$ cat src/rtl/decode_stage.sv
// RV32I decode stage: instruction FIFO feeding a registered, handshaked control bundle.
// Optional M-extension decode; illegal encodings are flagged and emitted with enables cleared.
module decode_stage #(
    parameter int unsigned INST_WIDTH   = 32,
    parameter int unsigned NUM_REGISTER = 32,
    parameter int unsigned FIFO_DEPTH   = 4,
    parameter int unsigned ENABLE_M     = 0
) (
    input  logic                            i_clk,
    input  logic                            i_rst,
    input  logic                            i_flush,
    input  logic                            i_inst_valid,
    output logic                            o_inst_ready,
    input  logic [INST_WIDTH-1:0]           i_inst,
    input  logic [31:0]                     i_pc,
    output logic                            o_dec_valid,
    input  logic                            i_dec_ready,
    output logic [31:0]                     o_pc,
    output logic [6:0]                      o_opcode,
    output logic [$clog2(NUM_REGISTER)-1:0] o_rs1_addr,
    output logic [$clog2(NUM_REGISTER)-1:0] o_rs2_addr,
    output logic [$clog2(NUM_REGISTER)-1:0] o_rd_addr,
    output logic [5:0]                      o_alu_op,
    output logic                            o_alu_src_a,
    output logic                            o_alu_src_b,
    output logic [1:0]                      o_result_mux,
    output logic                            o_branch,
    output logic [2:0]                      o_branch_op,
    output logic                            o_mem_write,
    output logic                            o_reg_write,
    output logic                            o_illegal,
    output logic [$clog2(FIFO_DEPTH):0]     o_fifo_count
);

    localparam int unsigned RW = $clog2(NUM_REGISTER);
    localparam int unsigned PW = $clog2(FIFO_DEPTH);
    localparam int unsigned CW = PW + 1;

    localparam logic [6:0] OP_LUI    = 7'b0110111;
    localparam logic [6:0] OP_AUIPC  = 7'b0010111;
    localparam logic [6:0] OP_JAL    = 7'b1101111;
    localparam logic [6:0] OP_JALR   = 7'b1100111;
    localparam logic [6:0] OP_BRANCH = 7'b1100011;
    localparam logic [6:0] OP_LOAD   = 7'b0000011;
    localparam logic [6:0] OP_STORE  = 7'b0100011;
    localparam logic [6:0] OP_ALUI   = 7'b0010011;
    localparam logic [6:0] OP_ALU    = 7'b0110011;
    localparam logic [6:0] OP_FENCE  = 7'b0001111;
    localparam logic [6:0] OP_SYSTEM = 7'b1110011;

    localparam logic [5:0] ALU_ADD  = 6'd0;
    localparam logic [5:0] ALU_SUB  = 6'd1;
    localparam logic [5:0] ALU_SLL  = 6'd2;
    localparam logic [5:0] ALU_SLT  = 6'd3;
    localparam logic [5:0] ALU_SLTU = 6'd4;
    localparam logic [5:0] ALU_XOR  = 6'd5;
    localparam logic [5:0] ALU_SRL  = 6'd6;
    localparam logic [5:0] ALU_SRA  = 6'd7;
    localparam logic [5:0] ALU_OR   = 6'd8;
    localparam logic [5:0] ALU_AND  = 6'd9;
    localparam logic [5:0] ALU_MUL  = 6'd10;  // MUL..REMU follow in funct3 order

    localparam logic [1:0] RES_ALU  = 2'b00;
    localparam logic [1:0] RES_PC4  = 2'b01;
    localparam logic [1:0] RES_MEM  = 2'b10;
    localparam logic [2:0] BR_JUMP  = 3'b010;

    function automatic logic [5:0] base_op(input logic [2:0] f3);
        logic [5:0] op;
        unique case (f3)
            3'b000: op = ALU_ADD;
            3'b001: op = ALU_SLL;
            3'b010: op = ALU_SLT;
            3'b011: op = ALU_SLTU;
            3'b100: op = ALU_XOR;
            3'b101: op = ALU_SRL;
            3'b110: op = ALU_OR;
            3'b111: op = ALU_AND;
        endcase
        return op;
    endfunction

    logic [INST_WIDTH-1:0] inst_mem [FIFO_DEPTH];
    logic [31:0]           pc_mem   [FIFO_DEPTH];
    logic [PW-1:0]         wr_ptr_q, rd_ptr_q;
    logic [CW-1:0]         count_q, count_d;
    logic                  push, load;

    assign o_inst_ready = !i_rst && (count_q != CW'(FIFO_DEPTH));
    assign push         = i_inst_valid && o_inst_ready;
    assign load         = (count_q != '0) && (!o_dec_valid || i_dec_ready);
    assign o_fifo_count = count_q;

    always_comb begin
        count_d = count_q;
        if (push && !load) begin
            count_d = count_q + CW'(1);
        end else if (!push && load) begin
            count_d = count_q - CW'(1);
        end
    end

    always_ff @(posedge i_clk) begin
        if (i_rst || i_flush) begin
            wr_ptr_q <= '0;
            rd_ptr_q <= '0;
            count_q  <= '0;
        end else begin
            if (push) wr_ptr_q <= wr_ptr_q + PW'(1);
            if (load) rd_ptr_q <= rd_ptr_q + PW'(1);
            count_q <= count_d;
        end
    end

    always_ff @(posedge i_clk) begin
        if (push && !i_flush) begin
            inst_mem[wr_ptr_q] <= i_inst;
            pc_mem[wr_ptr_q]   <= i_pc;
        end
    end

    logic [INST_WIDTH-1:0] head;
    logic [6:0]            opcode;
    logic [2:0]            funct3;
    logic [6:0]            funct7;
    logic [RW-1:0]         dec_rs1;
    logic [5:0]            dec_alu_op;
    logic                  dec_src_a, dec_src_b, dec_branch;
    logic                  dec_mem_write, dec_reg_write, dec_illegal;
    logic [1:0]            dec_result;
    logic [2:0]            dec_branch_op;

    assign head   = inst_mem[rd_ptr_q];
    assign opcode = head[6:0];
    assign funct3 = head[14:12];
    assign funct7 = head[31:25];

    // Every listed opcode ends in 2'b11, so inst[1:0] != 11 falls into the default.
    always_comb begin
        dec_rs1       = head[15 +: RW];
        dec_alu_op    = ALU_ADD;
        dec_src_a     = 1'b0;
        dec_src_b     = 1'b0;
        dec_result    = RES_ALU;
        dec_branch    = 1'b0;
        dec_branch_op = 3'b000;
        dec_mem_write = 1'b0;
        dec_reg_write = 1'b0;
        dec_illegal   = 1'b0;
        unique case (opcode)
            OP_ALU: begin
                dec_reg_write = 1'b1;
                if (funct7 == 7'b0000000) begin
                    dec_alu_op = base_op(funct3);
                end else if (funct7 == 7'b0100000 && funct3 == 3'b000) begin
                    dec_alu_op = ALU_SUB;
                end else if (funct7 == 7'b0100000 && funct3 == 3'b101) begin
                    dec_alu_op = ALU_SRA;
                end else if (funct7 == 7'b0000001 && ENABLE_M != 0) begin
                    dec_alu_op = ALU_MUL + 6'(funct3);
                end else begin
                    dec_illegal = 1'b1;
                end
            end
            OP_ALUI: begin
                dec_src_b     = 1'b1;
                dec_reg_write = 1'b1;
                dec_alu_op    = base_op(funct3);
                if (funct3 == 3'b001 && funct7 != 7'b0000000) dec_illegal = 1'b1;
                if (funct3 == 3'b101) begin
                    if (funct7 == 7'b0100000) dec_alu_op = ALU_SRA;
                    else if (funct7 != 7'b0000000) dec_illegal = 1'b1;
                end
            end
            OP_LUI: begin
                dec_rs1       = '0;
                dec_src_b     = 1'b1;
                dec_reg_write = 1'b1;
            end
            OP_AUIPC: begin
                dec_src_a     = 1'b1;
                dec_src_b     = 1'b1;
                dec_reg_write = 1'b1;
            end
            OP_JAL, OP_JALR: begin
                dec_src_a     = (opcode == OP_JAL);
                dec_src_b     = 1'b1;
                dec_result    = RES_PC4;
                dec_branch    = 1'b1;
                dec_branch_op = BR_JUMP;
                dec_reg_write = 1'b1;
            end
            OP_BRANCH: begin
                dec_src_a     = 1'b1;
                dec_src_b     = 1'b1;
                dec_branch    = 1'b1;
                dec_branch_op = funct3;
                if (funct3 == 3'b010 || funct3 == 3'b011) dec_illegal = 1'b1;
            end
            OP_LOAD: begin
                dec_src_b     = 1'b1;
                dec_result    = RES_MEM;
                dec_reg_write = 1'b1;
                if (funct3 != 3'b010) dec_illegal = 1'b1;
            end
            OP_STORE: begin
                dec_src_b     = 1'b1;
                dec_mem_write = 1'b1;
                if (funct3 != 3'b010) dec_illegal = 1'b1;
            end
            OP_FENCE, OP_SYSTEM: begin
            end
            default: dec_illegal = 1'b1;
        endcase
        // Illegal instructions carry only their fields and PC; all control is cleared.
        if (dec_illegal) begin
            dec_alu_op    = ALU_ADD;
            dec_src_a     = 1'b0;
            dec_src_b     = 1'b0;
            dec_result    = RES_ALU;
            dec_branch    = 1'b0;
            dec_branch_op = 3'b000;
            dec_mem_write = 1'b0;
            dec_reg_write = 1'b0;
        end
    end

    always_ff @(posedge i_clk) begin
        if (i_rst) begin
            o_dec_valid  <= 1'b0;
            o_pc         <= '0;
            o_opcode     <= '0;
            o_rs1_addr   <= '0;
            o_rs2_addr   <= '0;
            o_rd_addr    <= '0;
            o_alu_op     <= '0;
            o_alu_src_a  <= 1'b0;
            o_alu_src_b  <= 1'b0;
            o_result_mux <= '0;
            o_branch     <= 1'b0;
            o_branch_op  <= '0;
            o_mem_write  <= 1'b0;
            o_reg_write  <= 1'b0;
            o_illegal    <= 1'b0;
        end else if (i_flush) begin
            o_dec_valid <= 1'b0;
        end else if (load) begin
            o_dec_valid  <= 1'b1;
            o_pc         <= pc_mem[rd_ptr_q];
            o_opcode     <= opcode;
            o_rs1_addr   <= dec_rs1;
            o_rs2_addr   <= head[20 +: RW];
            o_rd_addr    <= head[7 +: RW];
            o_alu_op     <= dec_alu_op;
            o_alu_src_a  <= dec_src_a;
            o_alu_src_b  <= dec_src_b;
            o_result_mux <= dec_result;
            o_branch     <= dec_branch;
            o_branch_op  <= dec_branch_op;
            o_mem_write  <= dec_mem_write;
            o_reg_write  <= dec_reg_write;
            o_illegal    <= dec_illegal;
        end else if (o_dec_valid && i_dec_ready) begin
            o_dec_valid <= 1'b0;
        end
    end

endmodule

$ cat config.mk
export PLATFORM = sky130hd
export DESIGN_NAME = decode_stage
export DESIGN_NICKNAME = d
export VERILOG_FILES = /design/src/rtl/decode_stage.sv
export SDC_FILE = /design/constraint.sdc
export NUM_CORES = 1
export LEC_CHECK = 0
export CORE_MARGIN = 3
export CORE_UTILIZATION = 50
export DETAILED_ROUTE_END_ITERATION = 8
export PLACE_DENSITY = 0.72
export SLEW_MARGIN = 20
export SYNTH_ARGS = -nofsm -noshare
export SYNTH_HDL_FRONTEND = slang
export SYNTH_SLANG_ARGS = --single-unit
$ cat constraint.sdc
create_clock -name i_clk -period 4.46 [get_ports i_clk]
set_input_delay 1.115 -clock i_clk [delete_from_list [all_inputs] [get_ports i_clk]]
set_output_delay 1.115 -clock i_clk [all_outputs]
set_load 0.02 [all_outputs]
; ---- Yosys cells after proc, flatten, opt, wreduce, memory -nomap -nowiden
; Memory sizes are Yosys's and may differ from the RTL's. A register that Yosys moved wholly into a read port is not among the register bits.
; Index checks and enable logic that the tools add are counted.
[classes]
add_sub_neg = 4
n_eq_ne = 18
mux = 40
n_bitwise = 1
n_reduce_logical = 33
[ops]
columns = op, n
row1 = $eq 7x6->1 const B, 4
row2 = $eq 7x7->1 const B, 4
row3 = $mux 6, 4
row4 = $mux 1, 22
row5 = $mux 3, 5
row6 = $eq 7x5->1 const B, 2
row7 = $pmux 6 s2, 1
row8 = $logic_and 1x1->1, 10
row9 = $reduce_or 2->1, 4
row10 = $reduce_or 8->1, 1
row11 = $eq 7x2->1 const B, 1
row12 = $eq 7x4->1 const B, 1
row13 = $logic_not 7->1, 1
row14 = $reduce_bool 7->1, 1
row15 = $reduce_or 7->1, 1
row16 = $eq 3x2->1 const B, 2
row17 = $mux 2, 3
row18 = $pmux 3 s2, 1
row19 = $reduce_or 6->1, 1
row20 = $logic_not 1->1, 5
row21 = $mux 5, 1
row22 = $pmux 1 s5, 1
row23 = $add 2x1->2 const B, 2
row24 = $pmux 2 s2, 1
row25 = 14 further kinds, 17
[totals]
register_bits = 47
mem_bits_rw = 256
mem_bits_ro = 64
in_bits = 69
output_inout_bits = 76
wordCells = 117
memories = 4
[mem_list]
columns = name, depth, word_bits, rd, rd_ports_with_merged_regs, wr, line
row1 = inst_mem, 4, 32, 1, 1, 1, 83  ; logic [INST_WIDTH-1:0] inst_mem [FIFO_DEPTH];
row2 = pc_mem, 4, 32, 1, 1, 1, 84  ; logic [31:0] pc_mem [FIFO_DEPTH];
row3 = (no name shown), 8, 4, 1, 0, 0, 70  ; unique case (f3)
row4 = (no name shown), 8, 4, 1, 0, 0, 70

; ---- Depth between registers and ports, before layout
[depth]
ltp_word = 8
mapped_depth = 12
depth_no_buf = 9

; ---- Worst setup path before layout
; Ideal clock, no wire load.
[synth_path]
path_type = input-to-reg
startpoint = input i_rst
endpoint = memory inst_mem[0][0] (enable)
setup_time_ns = 0.429
arrival_time_ns = 3.748
t_required_ns = 4.031
setup_slack_ns = 0.283
cell_stages = 6
n_path_buf = 2
path_cell_list = clkbuf_1 > a21oi_1 > and2_1 > clkbuf_1 > nor2b_1 > and2_1
[synth_between]
elab_chain_cells = 6
[synth_rtl]
columns = element, line
row1 = start: declaration, 10  ; input logic i_rst,
row2 = $logic_not 1->1, 89  ; assign o_inst_ready = !i_rst && (count_q != CW'(FIFO_DEPTH));
row3 = $logic_and 1x1->1, 89
row4 = named net o_inst_ready, 13  ; output logic o_inst_ready,
row5 = $logic_and 1x1->1, 90  ; assign push = i_inst_valid && o_inst_ready;
row6 = named net push, 87  ; logic push, load;
row7 = $logic_and 1x1->1, 116  ; if (push && !i_flush) begin
row8 = $mux 1, 116
row9 = $mux 1 (not written as such), 117  ; inst_mem[wr_ptr_q] <= i_inst;
row10 = end: declaration, 83
; The timed path passes the listed nets, and every way through them passes these cells.

; ---- Final worst setup path
[layout_path]
startpoint = input i_rst
endpoint = output o_inst_ready
[layout_between]
elab_chain_cells = 2
[layout_rtl]
columns = element, line
row1 = $logic_not 1->1, 89
row2 = $logic_and 1x1->1, 89
row3 = end: declaration, 13
; No other way between the ends.

==> impl.org <==
** Setup path
- WP data required :: 3.35 ns
- On the critical path, the stage with the largest delay is an instance of sky130_fd_sc_hd__clkdlybuf4s50_1.
- The number of buffers and inverters on the critical path is 2.
- Endpoint type of the worst setup path :: output pin
- The critical path is of the primary input to output pin type.
- The worst setup path is launched from a primary input.
- Cell family with the largest share of critical-path delay :: buffers and inverters
- Largest stage delay on the critical path :: 0.63 ns
- Highest net fanout along the worst path :: 2
- Arrival time reported for the critical path endpoint :: 2.06 ns
- The signal on the critical path passes through buf_2, a21oi_1, clkdlybuf4s50_1.

** Placed design
- In this run the tool buffered the top-level ports with 142 buffer cells.
- Global placer's final weighted congestion :: 0.765
- DP Wirelength :: 15400 um
- The placed instances occupy a cell area of 0.0143 mm^2.

** Hold path
- In this run the worst hold path is classified as flip-flop to flip-flop.

** Power
- Leak :: 4.92 nW
- Sequential Power Share :: 47.0%
- Fraction of power spent switching nets :: 24.7%
- Summed over all nets, the switching power comes to 1.91 mW.
- The internal portion of the total power is 5.80 mW.
- Across the VDD grid, the largest voltage drop is 0.383 mV.
- Clock share of power :: 37.2%
- Dividing total power by cell area gives a power density of 500 mW/mm^2.
- Per report_power, the combinational group accounts for 15.8% of the total.

** Cells and area
- In the final layout, the share of cells above drive strength 1 is 14.6%.
- Commonest non-fill, non-tap cell in the layout :: sky130_fd_sc_hd__edfxtp_1
- After the last flow step, the layout net total stands at 989.
- Design area :: 0.0154 mm^2
- The library cells used most frequently in the layout, excluding fill and tap cells, are sky130_fd_sc_hd__edfxtp_1 (256), sky130_fd_sc_hd__clkdlybuf4s50_1 (141), sky130_fd_sc_hd__nand2_1 (117).
- Filler cell count in the final layout :: 1729
- Area grow syn2layout :: 23.5%
- Antenna cells :: 0

** Global routing
- Via count of the first global-routing pass :: 7332
- Total global routing overflow :: 0
- The initial antenna violation count is 1.
- Global-route wire length before repair :: 40100 um
- Pin count of the biggest net entering global routing :: 62
- Global routing used 19.5% of the available tracks.

** Clock network
- Htree depth :: 2
- After clock tree synthesis, the flow added hold-fix buffers numbering 0.
- Post-CTS timing repair inserted 0 buffers for setup.
- The later pin in the worst-skew pair is clocked with a latency of 0.51 ns.
- TritonCTS built the clock tree.
- Counting along the longest clock path gives a buffer depth of 3.
- Post-cts sizing count :: 0
- Number of buffers created by CTS :: 34
- After clock tree synthesis, the clock-pin slew on the worst setup and hold paths is 0.05 ns.
- The tree is rooted in a sky130_fd_sc_hd__clkbuf_16.
- Sinks on Clock Net :: 335

** Floorplan
- Die outline height :: 164 um
- Die Wd :: 164 um
- The region available for standard cell placement spans 0.0245 mm^2.
- The floorplan step defined a die boundary enclosing 0.0269 mm^2.
- For this design the top-level I/O count stands at 145.
- Number of placement rows :: 57
- Initial Utilization :: 51.1%

** Routing
- Drt total wl :: 25500 um
- Vias per inst :: 5.52
- The detailed router finished its first iteration with 428 violations.
- Residual antenna-violating net count after detailed routing :: 0
- DRC errors left :: 0
- Routed via count :: 6949
- After detailed routing, the average wire length per cell comes to 20.3 um.
- Length of the first detailed-routing pass in iterations :: 5

** STA
- Unrepaired setup endpoints after global routing :: no
- Final critical delay including setup and external delays :: 3.18 ns
- Worst clock skew :: 0.0122 ns
- The number of hold-slack violations in the final timing report was 0.
- Fin. max-slew vios :: 0
- Actual transition at the worst max-transition pin :: 0.934 ns
- Final Setup Violations :: 0
- Worst slew margin relative to its limit :: 37.7%
- Fin crit share :: 71.3%
- Max Freq :: 315 MHz
- Adding up every negative setup slack in the final design gives 0 ns.

** Logic synthesis
- Synthesis instantiated 50 different standard cells from the library.
- Synth Flop Type :: sky130_fd_sc_hd__edfxtp_1
- Total number of yosys warnings :: 0
- Yosys mapped a number of flops with a built-in enable equal to 256.
- In this run, synthesis produced a sequential element count of 335.
- Avg Cell Area, Syn :: 16.4 um^2
- For this run, asynchronously set or reset flops after synthesis account for 0%.
- Syn Std Cell Area :: 0.0125 mm^2
- Seq/Total Area, Yosys :: 74.2%
- Cell count after synthesis :: 761

** Job
- The tool flagged a number of max-cap violations equal to 0.

** Run status
- Run status :: finished, final reports clean
stage by stage:
step	worst slack [ns]	util [%]	cells	power [mW]	hold slack (ns)
after floorplan	0.283	-	762	4.43	0.514
after global placement	1.14	58.4	1198	4.90	0.439
after detailed placement	1.01	58.4	1198	4.92	0.446
after CTS	1.24	63.0	1260	7.80	0.453
after global routing	1.03	63.0	1260	8.03	0.477
final	1.28	63.0	1260	7.71	0.451
registers in the layout, indices dropped and copies added (netlist names), 3 cells and up, named ones only:
| signal | count |
|---|---|
| o_opcode | 7 |
| o_pc | 32 |
| o_rs2_addr | 5 |
| o_branch_op | 3 |
| inst_mem | 128 |
| o_alu_op | 4 |
| o_rs1_addr | 5 |
| o_fifo_count | 3 |
| o_rd_addr | 5 |
| pc_mem | 128 |
worst paths after layout:
kind / startpoint / endpoint / slack, ns / cells past startpoint
worst max-delay path: i_rst / o_inst_ready / 1.28 / 3
worst min-delay path: o_rd_addr[1] / o_rd_addr[1] / 0.45 / 2
worst max register to register: flip-flop / o_alu_src_b / 1.29 / 8
worst min register to register: o_rd_addr[1] / o_rd_addr[1] / 0.45 / 2
worst min-delay path, stage by stage (launching register included):
cell and delay [ns]:
sky130_fd_sc_hd__dfxtp_1 0.30, sky130_fd_sc_hd__nand2_1 0.05, sky130_fd_sc_hd__a21oi_1 0.05
synthesized netlist by cell type (2+ instances only):
master,number,share of area (%)
sky130_fd_sc_hd__edfxtp_1,256,62
sky130_fd_sc_hd__nand2_1,117,3.5
sky130_fd_sc_hd__dfxtp_1,79,13
sky130_fd_sc_hd__a21oi_1,65,2.6
sky130_fd_sc_hd__mux4_2,57,10
sky130_fd_sc_hd__nor2_1,41,1.2
sky130_fd_sc_hd__clkbuf_1,30,0.90
sky130_fd_sc_hd__a22oi_1,11,0.66
sky130_fd_sc_hd__inv_1,11,0.33
sky130_fd_sc_hd__o21ai_0,10,0.40
sky130_fd_sc_hd__ha_1,9,0.90
sky130_fd_sc_hd__and2_1,6,0.30
sky130_fd_sc_hd__buf_2,4,0.16
sky130_fd_sc_hd__nand2b_1,4,0.20
sky130_fd_sc_hd__nor3_1,4,0.16
sky130_fd_sc_hd__buf_1,3,0.090
sky130_fd_sc_hd__buf_4,3,0.18
sky130_fd_sc_hd__mux2i_1,3,0.24
sky130_fd_sc_hd__nor2b_1,3,0.15
sky130_fd_sc_hd__nor4_1,3,0.15
sky130_fd_sc_hd__nor4b_1,3,0.21
sky130_fd_sc_hd__xnor2_1,3,0.21
sky130_fd_sc_hd__xor2_1,3,0.21
sky130_fd_sc_hd__a211oi_1,2,0.12
sky130_fd_sc_hd__a31oi_1,2,0.10
sky130_fd_sc_hd__nand3_1,2,0.080
sky130_fd_sc_hd__o22a_1,2,0.14
sky130_fd_sc_hd__o31ai_1,2,0.12
sky130_fd_sc_hd__or3_1,2,0.10
layout make-up:
type | count | area (um^2) | share of cell area [%]
Sequential cell | 335 | 9270 | 60.1
Multi-Input combinational cell | 374 | 3010 | 19.5
Timing Repair Buffer | 154 | 1540 | 10.0
Clock buffer | 51 | 1020 | 6.61
Tap cell | 324 | 405 | 2.63
Clock inverter | 11 | 128 | 0.828
Inverter | 11 | 41.3 | 0.268
power groups by stage:
stage               combinational (mW)  sequential, mW  clock [mW]
CTS                               1.23            3.63        2.94
finish                            1.22            3.63        2.87
detailed placement                1.22            3.70           0
global route                      1.32            3.65        3.06
floorplan                        0.678            3.75           0
global placement                  1.20            3.70           0
layer usage:
metal	part of all wire, %	vias to the layer above	track usage, %	wire (um)
met5	0.051	-	0	13
met4	2.2	2	6.27	569
met3	6.9	39	4.51	1750
met2	50	231	32.6	12700
met1	41	3495	25.4	10500
li1	-	3182	-	-
kinds of logic after synthesis:
| kind of cell | share of synthesized area (%) |
|---|---|
| and+or+nand+nor | 6.50 |
| xor gates and xnor gates | 0.421 |
| adders and majority gates | 1.06 |
| buffers and inverters | 1.87 |
| other | 0.0300 |
| AOI/OAI and AO/OA | 5.16 |
| DFF | 74.2 |
| muxes | 10.7 |
Note: power is estimated with default switching activity, not from simulation.
